`src/rtl/axis_interpolator_sequencer.sv`:
```
// Segment sequencer in front of axis_interpolator: programs cfg_data per descriptor and gates exactly N samples through.
// Optional macro AXIS_INTERPOLATOR_SEQUENCER_LOOP_EN adds cfg_loop to replay the current segment without new commands.
module axis_interpolator_sequencer #(
   parameter int AXIS_TDATA_WIDTH = 32,
   parameter int CNTR_WIDTH       = 32,
   parameter int SMPL_WIDTH       = 32,
   parameter int STS_WIDTH        = 32
) (
   input  logic                             aclk,
   input  logic                             aresetn,
   input  logic [SMPL_WIDTH+CNTR_WIDTH-1:0] s_axis_cmd_tdata,
   input  logic                             s_axis_cmd_tvalid,
   output logic                             s_axis_cmd_tready,
   input  logic [AXIS_TDATA_WIDTH-1:0]      s_axis_tdata,
   input  logic                             s_axis_tvalid,
   output logic                             s_axis_tready,
   output logic [AXIS_TDATA_WIDTH-1:0]      m_axis_tdata,
   output logic                             m_axis_tvalid,
   input  logic                             m_axis_tready,
`ifdef AXIS_INTERPOLATOR_SEQUENCER_LOOP_EN
   input  logic                             cfg_loop,
`endif
   output logic [CNTR_WIDTH-1:0]            cfg_data,
   output logic [STS_WIDTH-1:0]             sts_data,
   output logic                             busy
);

   localparam logic [1:0] IDLE = 2'd0;
   localparam logic [1:0] LOAD = 2'd1;
   localparam logic [1:0] RUN  = 2'd2;

   logic [1:0]            state;
   logic                  enbl_reg;
   logic [CNTR_WIDTH-1:0] ratio_reg;
   logic [CNTR_WIDTH-1:0] cfg_reg;
   logic [SMPL_WIDTH-1:0] remain_reg;
   logic [STS_WIDTH-1:0]  sts_reg;
`ifdef AXIS_INTERPOLATOR_SEQUENCER_LOOP_EN
   logic [SMPL_WIDTH-1:0] count_reg;
`endif

   logic [CNTR_WIDTH-1:0] cmd_ratio;
   logic [SMPL_WIDTH-1:0] cmd_count;
   logic                  cmd_fire;
   logic                  data_fire;

   assign cmd_ratio = s_axis_cmd_tdata[CNTR_WIDTH-1:0];
   assign cmd_count = s_axis_cmd_tdata[SMPL_WIDTH+CNTR_WIDTH-1:CNTR_WIDTH];
   assign cmd_fire  = (state == IDLE) && enbl_reg && s_axis_cmd_tvalid;
   assign data_fire = (state == RUN) && s_axis_tvalid && m_axis_tready;

   // cfg_data is only written in LOAD, so the interpolator never sees a ratio change mid-segment
   always_ff @(posedge aclk) begin
      if (!aresetn) begin
         state      <= IDLE;
         enbl_reg   <= 1'b0;
         ratio_reg  <= '0;
         cfg_reg    <= '0;
         remain_reg <= '0;
         sts_reg    <= '0;
`ifdef AXIS_INTERPOLATOR_SEQUENCER_LOOP_EN
         count_reg  <= '0;
`endif
      end else begin
         enbl_reg <= 1'b1;
         case (state)
            IDLE: begin
               if (cmd_fire) begin
                  ratio_reg  <= cmd_ratio;
                  remain_reg <= cmd_count;
`ifdef AXIS_INTERPOLATOR_SEQUENCER_LOOP_EN
                  count_reg  <= cmd_count;
`endif
                  if (cmd_count != '0) begin
                     state <= LOAD;
                  end
               end
            end
            LOAD: begin
               cfg_reg <= ratio_reg;
               state   <= RUN;
            end
            RUN: begin
               if (data_fire) begin
                  remain_reg <= remain_reg - SMPL_WIDTH'(1);
                  if (remain_reg == SMPL_WIDTH'(1)) begin
                     sts_reg <= sts_reg + STS_WIDTH'(1);
`ifdef AXIS_INTERPOLATOR_SEQUENCER_LOOP_EN
                     // Looping keeps the ratio, so LOAD is skipped and the count is replayed
                     if (cfg_loop) begin
                        remain_reg <= count_reg;
                     end else begin
                        state <= IDLE;
                     end
`else
                     state <= IDLE;
`endif
                  end
               end
            end
            default: state <= IDLE;
         endcase
      end
   end

   assign s_axis_cmd_tready = (state == IDLE) && enbl_reg;
   assign s_axis_tready     = (state == RUN) && m_axis_tready;
   assign m_axis_tvalid     = (state == RUN) && s_axis_tvalid;
   assign m_axis_tdata      = s_axis_tdata;
   assign cfg_data          = cfg_reg;
   assign sts_data          = sts_reg;
   assign busy              = (state != IDLE);

endmodule

```
`config.mk`:
```
export PLATFORM = sky130hd
export DESIGN_NAME = axis_interpolator_sequencer
export DESIGN_NICKNAME = d
export VERILOG_FILES = /design/src/rtl/axis_interpolator_sequencer.sv
export SDC_FILE = /design/constraint.sdc
export NUM_CORES = 1
export LEC_CHECK = 0
export BUFFER_PORTS_ARGS = -buffer_cell sky130_fd_sc_hd__buf_2
export CORE_MARGIN = 1
export CORE_UTILIZATION = 34
export DETAILED_ROUTE_END_ITERATION = 8
export GPL_TIMING_DRIVEN = 0
export MAX_ROUTING_LAYER = met4
export REMOVE_ABC_BUFFERS = 1
export SETUP_SLACK_MARGIN = 0.1
export SKIP_LAST_GASP = 1
export SLEW_MARGIN = 10
export SYNTH_ARGS = -nofsm -noshare
export SYNTH_HDL_FRONTEND = slang
export SYNTH_SLANG_ARGS = --single-unit
```
`constraint.sdc`:
```
create_clock -name aclk -period 4.6 [get_ports aclk]
set_input_delay 0.69 -clock aclk [delete_from_list [all_inputs] [get_ports aclk]]
set_output_delay 0.69 -clock aclk [all_outputs]
set_load 0.02 [all_outputs]
```
; Word-level counts from Yosys, hierarchy flattened
; Cells that the tools add are included.
[word_totals]
register_bits = 131
inputBits = 101
output_inout_bits = 100
[classes]
addsub = 2
eq_ne = 7
mux = 9
reduce_logical = 13
[op_table]
columns = cell, n
row1 = 2-to-1 mux 32 bit, 2
row2 = case mux 32 bit (2 select lines), 1
row3 = "adder 32 x 1 -> 32 bit, second input constant", 1
row4 = "equality test 32 x 1 -> 1 bit, second input constant", 1
row5 = nonzero test 32 bit, 1
row6 = "subtractor 32 x 1 -> 32 bit, second input constant", 1
row7 = 2-to-1 mux 2 bit, 4
row8 = "inequality test 2 bit, second input constant", 3
row9 = case mux 2 bit (3 select lines), 1
row10 = AND reduction 3 bit, 2
row11 = logical AND 1 bit, 5
row12 = AND reduction 4 bit, 1
row13 = nonzero test 2 bit, 2
row14 = "equality test 2 x 1 -> 1 bit, second input constant", 1
row15 = "equality test 2 bit, second input constant", 1
row16 = logical NOT 2 bit, 1
row17 = "inequality test 2 x 1 -> 1 bit, second input constant", 1
row18 = AND reduction 2 bit, 1
row19 = 2-to-1 mux 1 bit, 1

; Logic depth before layout (Yosys ltp)
[logic_depth]
depth_word = 5
mapped_depth = 9

; Worst setup path before layout
; Ideal clock, no wire load.
[synth_timing]
kind = register -> register
from = reg remain_reg[24]
to = reg sts_reg[12] (netlist: sts_data[12])
arrival_time_ns = 2.442
required_time_ns = 4.530
setup_slack_ns = 2.088
stages_incl_launch_ff = 9
synth_period_minus_slack_ns = 2.512
cell_sequence = dfxtp_1 buf_6 or4_4 nor4_1 or4b_1 buf_2 buf_6 or4_1 a21oi_1
[synth_between]
elab_chain_len = 2
[synth_rtl]
columns = item, line
row1 = start: declaration, 36  ; logic [SMPL_WIDTH-1:0] remain_reg;
row2 = start signal: assignment, 70  ; remain_reg <= cmd_count;
row3 = start signal: assignment, 85  ; remain_reg <= remain_reg - SMPL_WIDTH'(1);
row4 = equality test 32 x 1 -> 1 bit, 86  ; if (remain_reg == SMPL_WIDTH'(1)) begin
row5 = AND reduction 3 bit (no line), n/a
row6 = end signal: assignment, 87  ; sts_reg <= sts_reg + STS_WIDTH'(1);
row7 = end: declaration, 37  ; logic [STS_WIDTH-1:0] sts_reg;
; Every way passes these cells.
; A chain may end at the register's enable or synchronous reset.

; Worst setup path after layout
[layout_timing]
from = reg state[1]
to = reg sts_reg[27] (netlist: sts_data[27])
[layout_between]
elab_chain_len = 4
[layout_rtl]
columns = item, line
row1 = start: declaration, 32  ; logic [1:0] state;
row2 = start signal: assignment, 55  ; state <= IDLE;
row3 = start signal: assignment, 75  ; state <= LOAD;
row4 = start signal: assignment, 81  ; state <= RUN;
row5 = equality test 2 bit *, "50, 66"
row6 = logical AND 1 bit (2 in series), 50  ; assign data_fire = (state == RUN) && s_axis_tvalid && m_axis_tready;
row7 = AND reduction 3 bit (no line) *, n/a
; Mark *: on every way between the ends. The rest lies on a longest branch, timed or not.

==> reports/qor.csv <==
stage;metric;value;unit
logic_synthesis;asr flop ratio synth;0;
grt;met3 usage;0.0802;
logic_synthesis;Synth Area in Simple Gates;0.267;
cts;Clock Latency Late Sink;0.41;ns
job;Max-Cap Viols;0;
timing;headroom to the max-slew limit;0.280;
pwr;Leak Pwr;0.00286;uW
grt;met2 Track Usage GR;0.273;
status;status;completed;
logic_synthesis;mux cell area share after synthesis;0.00660;
placement;I/O Buffers;136;
pwr;Power per Cell Area;389;nW/um^2
routing;antenna viol nets, final;0;
logic_synthesis;Synth Cell Area;6250;sq um
logic_synthesis;Synth cell types;61;
logic_synthesis;area leader, netlist;dfxtp_1;
grt;vias in the first global route;5287;
timing;final hold vios;0;
logic_synthesis;xor/xnor share of the synthesized area;0.00280;
logic_synthesis;flops & latches, synth;131;
min_path;Hold Crit Depth;2;
timing;Max Freq;275;MHz
pwr;sw frac;0.284;
routing;Routed WL;18700;um
placement;placed insts;1077;
routing;1st-iter DRT viols;463;
pwr;Sw Pwr;823;uW
logic_synthesis;post-synthesis compound-gate area fraction;0.214;
finish;fin cells;1109;
logic_synthesis;Synth Instances;790;
grt;antenna violations before repair;0;
finish;Fill cells;1913;
finish;Final Net Count;971;
timing;final max-slew violation count;0;
placement;Placer Congestion;0.850;
pwr;sequential power share;0.423;
logic_synthesis;largest family of logic cells by synthesized area;simple AND/OR/NAND/NOR gates;
timing;clock skew;0.0100;ns
placement;Area after DPL;6870;sq um
logic_synthesis;share of the synthesized area in the top cell type;0.419;
logic_synthesis;Mapped Avg Cell Area;7.92;sq um
logic_synthesis;most common cell in the synthesized netlist;nand2_1;
floorplan;I/O pin count;201;
finish;ANT cells;0;
routing;Via density;5.52;
floorplan;Die Area;18900;sq um
timing;Worst Tran Pin Value;1.08;ns
logic_synthesis;top post-synthesis cells by area;dfxtp_1 42%, nand2_1 9.8%, a21oi_1 7.9%, buf_4 3.8%, or4_1 2.6%;
worst_setup_path;Critical Path AT;3.91;ns
routing;Vias;6126;
logic_synthesis;sequential area share after synthesis;0.419;
logic_synthesis;most common library cells after synthesis;163 x nand2_1, 131 x dfxtp_1, 99 x a21oi_1, 43 x clkbuf_1, 34 x nor2_1;
worst_setup_path;Startpoint Class;flip-flop;
logic_synthesis;EDFF count, synth;0;
worst_setup_path;Max FO, Critical Path;30;
pwr;combinational share of power;0.121;
grt;global-route wire length before repair;29000;um
logic_synthesis;ys flop type;dfxtp_1;
cts;# Post-CTS Setup Buffers;0;
cts;Sink Count;131;
floorplan;Cell Rows;49;
timing;Setup-failing EPs final;0;
timing;RSZ-0062 raised after global routing;false;
cts;clk buf depth;2;
routing;first-pass iteration count of the detailed router;5;
worst_setup_path;Req. time, crit path;4.88;ns
grt;grt peak-use layer;met1;
timing;crit path time final;3.63;ns
placement;post-DP HPWL;12400;um
routing;Routed WL per cell;16.8;um
cts;H-tree Lvls;4;
worst_setup_path;CP Class;flip-flop to flip-flop;
pwr;total power;2890;uW
pwr;worst vdd ir;0.000258;V
cts;Clock transition at path regs;0.06;ns
finish;layout cells sized above 1;0.220;
pwr;Internal Power;2070;uW
cts;PostCTS Resize Cnt;0;
worst_setup_path;CP endpoint kind;flip-flop;
finish;final instance area;7450;sq um
worst_setup_path;R2R cell count;5;
floorplan;Die X;138;um
grt;GR Util met1;0.283;
cts;Root Driver;clkbuf_16;
logic_synthesis;Synth Warn #;0;
grt;gr ovfl total;0;
cts;Inserted Clock Buffers;17;
floorplan;Initial Utilization;0.347;
cts;Post-CTS Hold Fix Bufs;0;
routing;detailed-route DRC error count;0;
floorplan;core area;18000;sq um
finish;Layout area overhead;19.1;%
logic_synthesis;Synth Area in Adders;0.00600;
pwr;clock network fraction of total power;0.456;
grt;GRT Util Overall;0.205;
timing;fin crit share;0.790;
min_path;Hold Crit Class;flip-flop to flip-flop;
floorplan;die span in y;138;um
grt;largest net degree at the start of global routing;101;
cts;CTS tree;yes;
-- cell type report --
| cell class | count | area [sq um] | share of cell area |
|---|---|---|---|
| clock inverter | 14 | 148 | 0.0198 |
| inverter | 11 | 46.3 | 0.00622 |
| clock buffer | 18 | 429 | 0.0576 |
| multi-input combinational | 565 | 3130 | 0.421 |
| tap | 229 | 287 | 0.0385 |
| sequential | 131 | 2620 | 0.352 |
| timing repair buffer | 141 | 782 | 0.105 |
-- metrics by stage --
| stage | setup TNS (ns) | util | worst slack (ns) | hold WS [ns] |
|---|---|---|---|---|
| global route | 0 | 0.413 | 0.646 | 0.447 |
| global placement | -43.80 | 0.374 | -1.02 | 0.439 |
| CTS | 0 | 0.413 | 0.905 | 0.448 |
| floorplan | 0 | - | 1.59 | 0.432 |
| finish | 0 | 0.413 | 0.965 | 0.447 |
| detailed placement | 0 | 0.381 | 0.870 | 0.442 |
-- cell usage in the layout, fill, tap and decap left out, drive strengths merged, types with 3 or more instances in the layout --
| cell type | Yosys | routed |
|---|---|---|
| o221a | 5 | 5 |
| o41ai | 5 | 5 |
| o32ai | 3 | 3 |
| mux2i | 3 | 3 |
| o31ai | 13 | 13 |
| and2 | 3 | 3 |
| a21oi | 99 | 99 |
| nand4b | 6 | 6 |
| or2 | 3 | 3 |
| nand4 | 8 | 8 |
| clkbuf | 46 | 18 |
| buf | 36 | 141 |
| or3 | 11 | 11 |
| o2bb2ai | 3 | 3 |
| dfxtp | 131 | 131 |
| o211ai | 14 | 14 |
| or4 | 23 | 23 |
| a211oi | 12 | 12 |
| and3 | 8 | 8 |
| nor4 | 21 | 21 |
| o21ai | 24 | 24 |
| a311oi | 9 | 9 |
| ha | 3 | 3 |
| nor3 | 23 | 23 |
| nand3 | 20 | 20 |
| nand2 | 163 | 163 |
| o221ai | 4 | 4 |
| clkinv | 1 | 5 |
| o311ai | 4 | 4 |
| nand2b | 11 | 11 |
| inv | 10 | 17 |
| nor2 | 34 | 34 |
| a31oi | 4 | 4 |
-- cell families (layout without fill, tap and decap cells) --
kind of cell	after synthesis	in the layout
xor gates and xnor gates	2	2
muxes	4	4
and+or+nand+nor	344	344
buffers and inverters	94	184
adders and majority gates	3	3
DFF	131	131
AOI/OAI and AO/OA	212	212
-- power groups by stage --
stage | registers (uW) | clock network [uW] | logic, uW
2_1_floorplan | 1240 | 0 | 210
3_3_place_gp | 1250 | 0 | 333
3_5_place_dp | 1250 | 0 | 348
4_1_cts | 1220 | 1360 | 348
5_1_grt | 1230 | 1420 | 390
6_report | 1220 | 1320 | 350
-- routing by layer --
| metal | vias up | share of wire |
|---|---|---|
| met5 | - | 0 |
| li1 | 3012 | - |
| met4 | 0 | 0.0087 |
| met3 | 13 | 0.10 |
| met1 | 2863 | 0.47 |
| met2 | 238 | 0.42 |
-- worst max-delay path, stage by stage, from the launching register on --
cell	delay, ns
dfxtp_1	1.03
nand4b_1	0.49
nor4_1	0.55
nand4b_1	0.70
o311ai_0	0.58
o41ai_1	0.14
-- path summary, 6_finish.rpt --
| kind | start | to | slack (ns) |
|---|---|---|---|
| worst max-delay path | state[1] | sts_data[27] | 0.97 |
| worst min-delay path | ratio_reg[30] | cfg_data[30] | 0.45 |
| worst max register to register | state[1] | sts_data[27] | 0.97 |
| worst min register to register | ratio_reg[30] | cfg_data[30] | 0.45 |
Power figures use the tool's default switching activity.
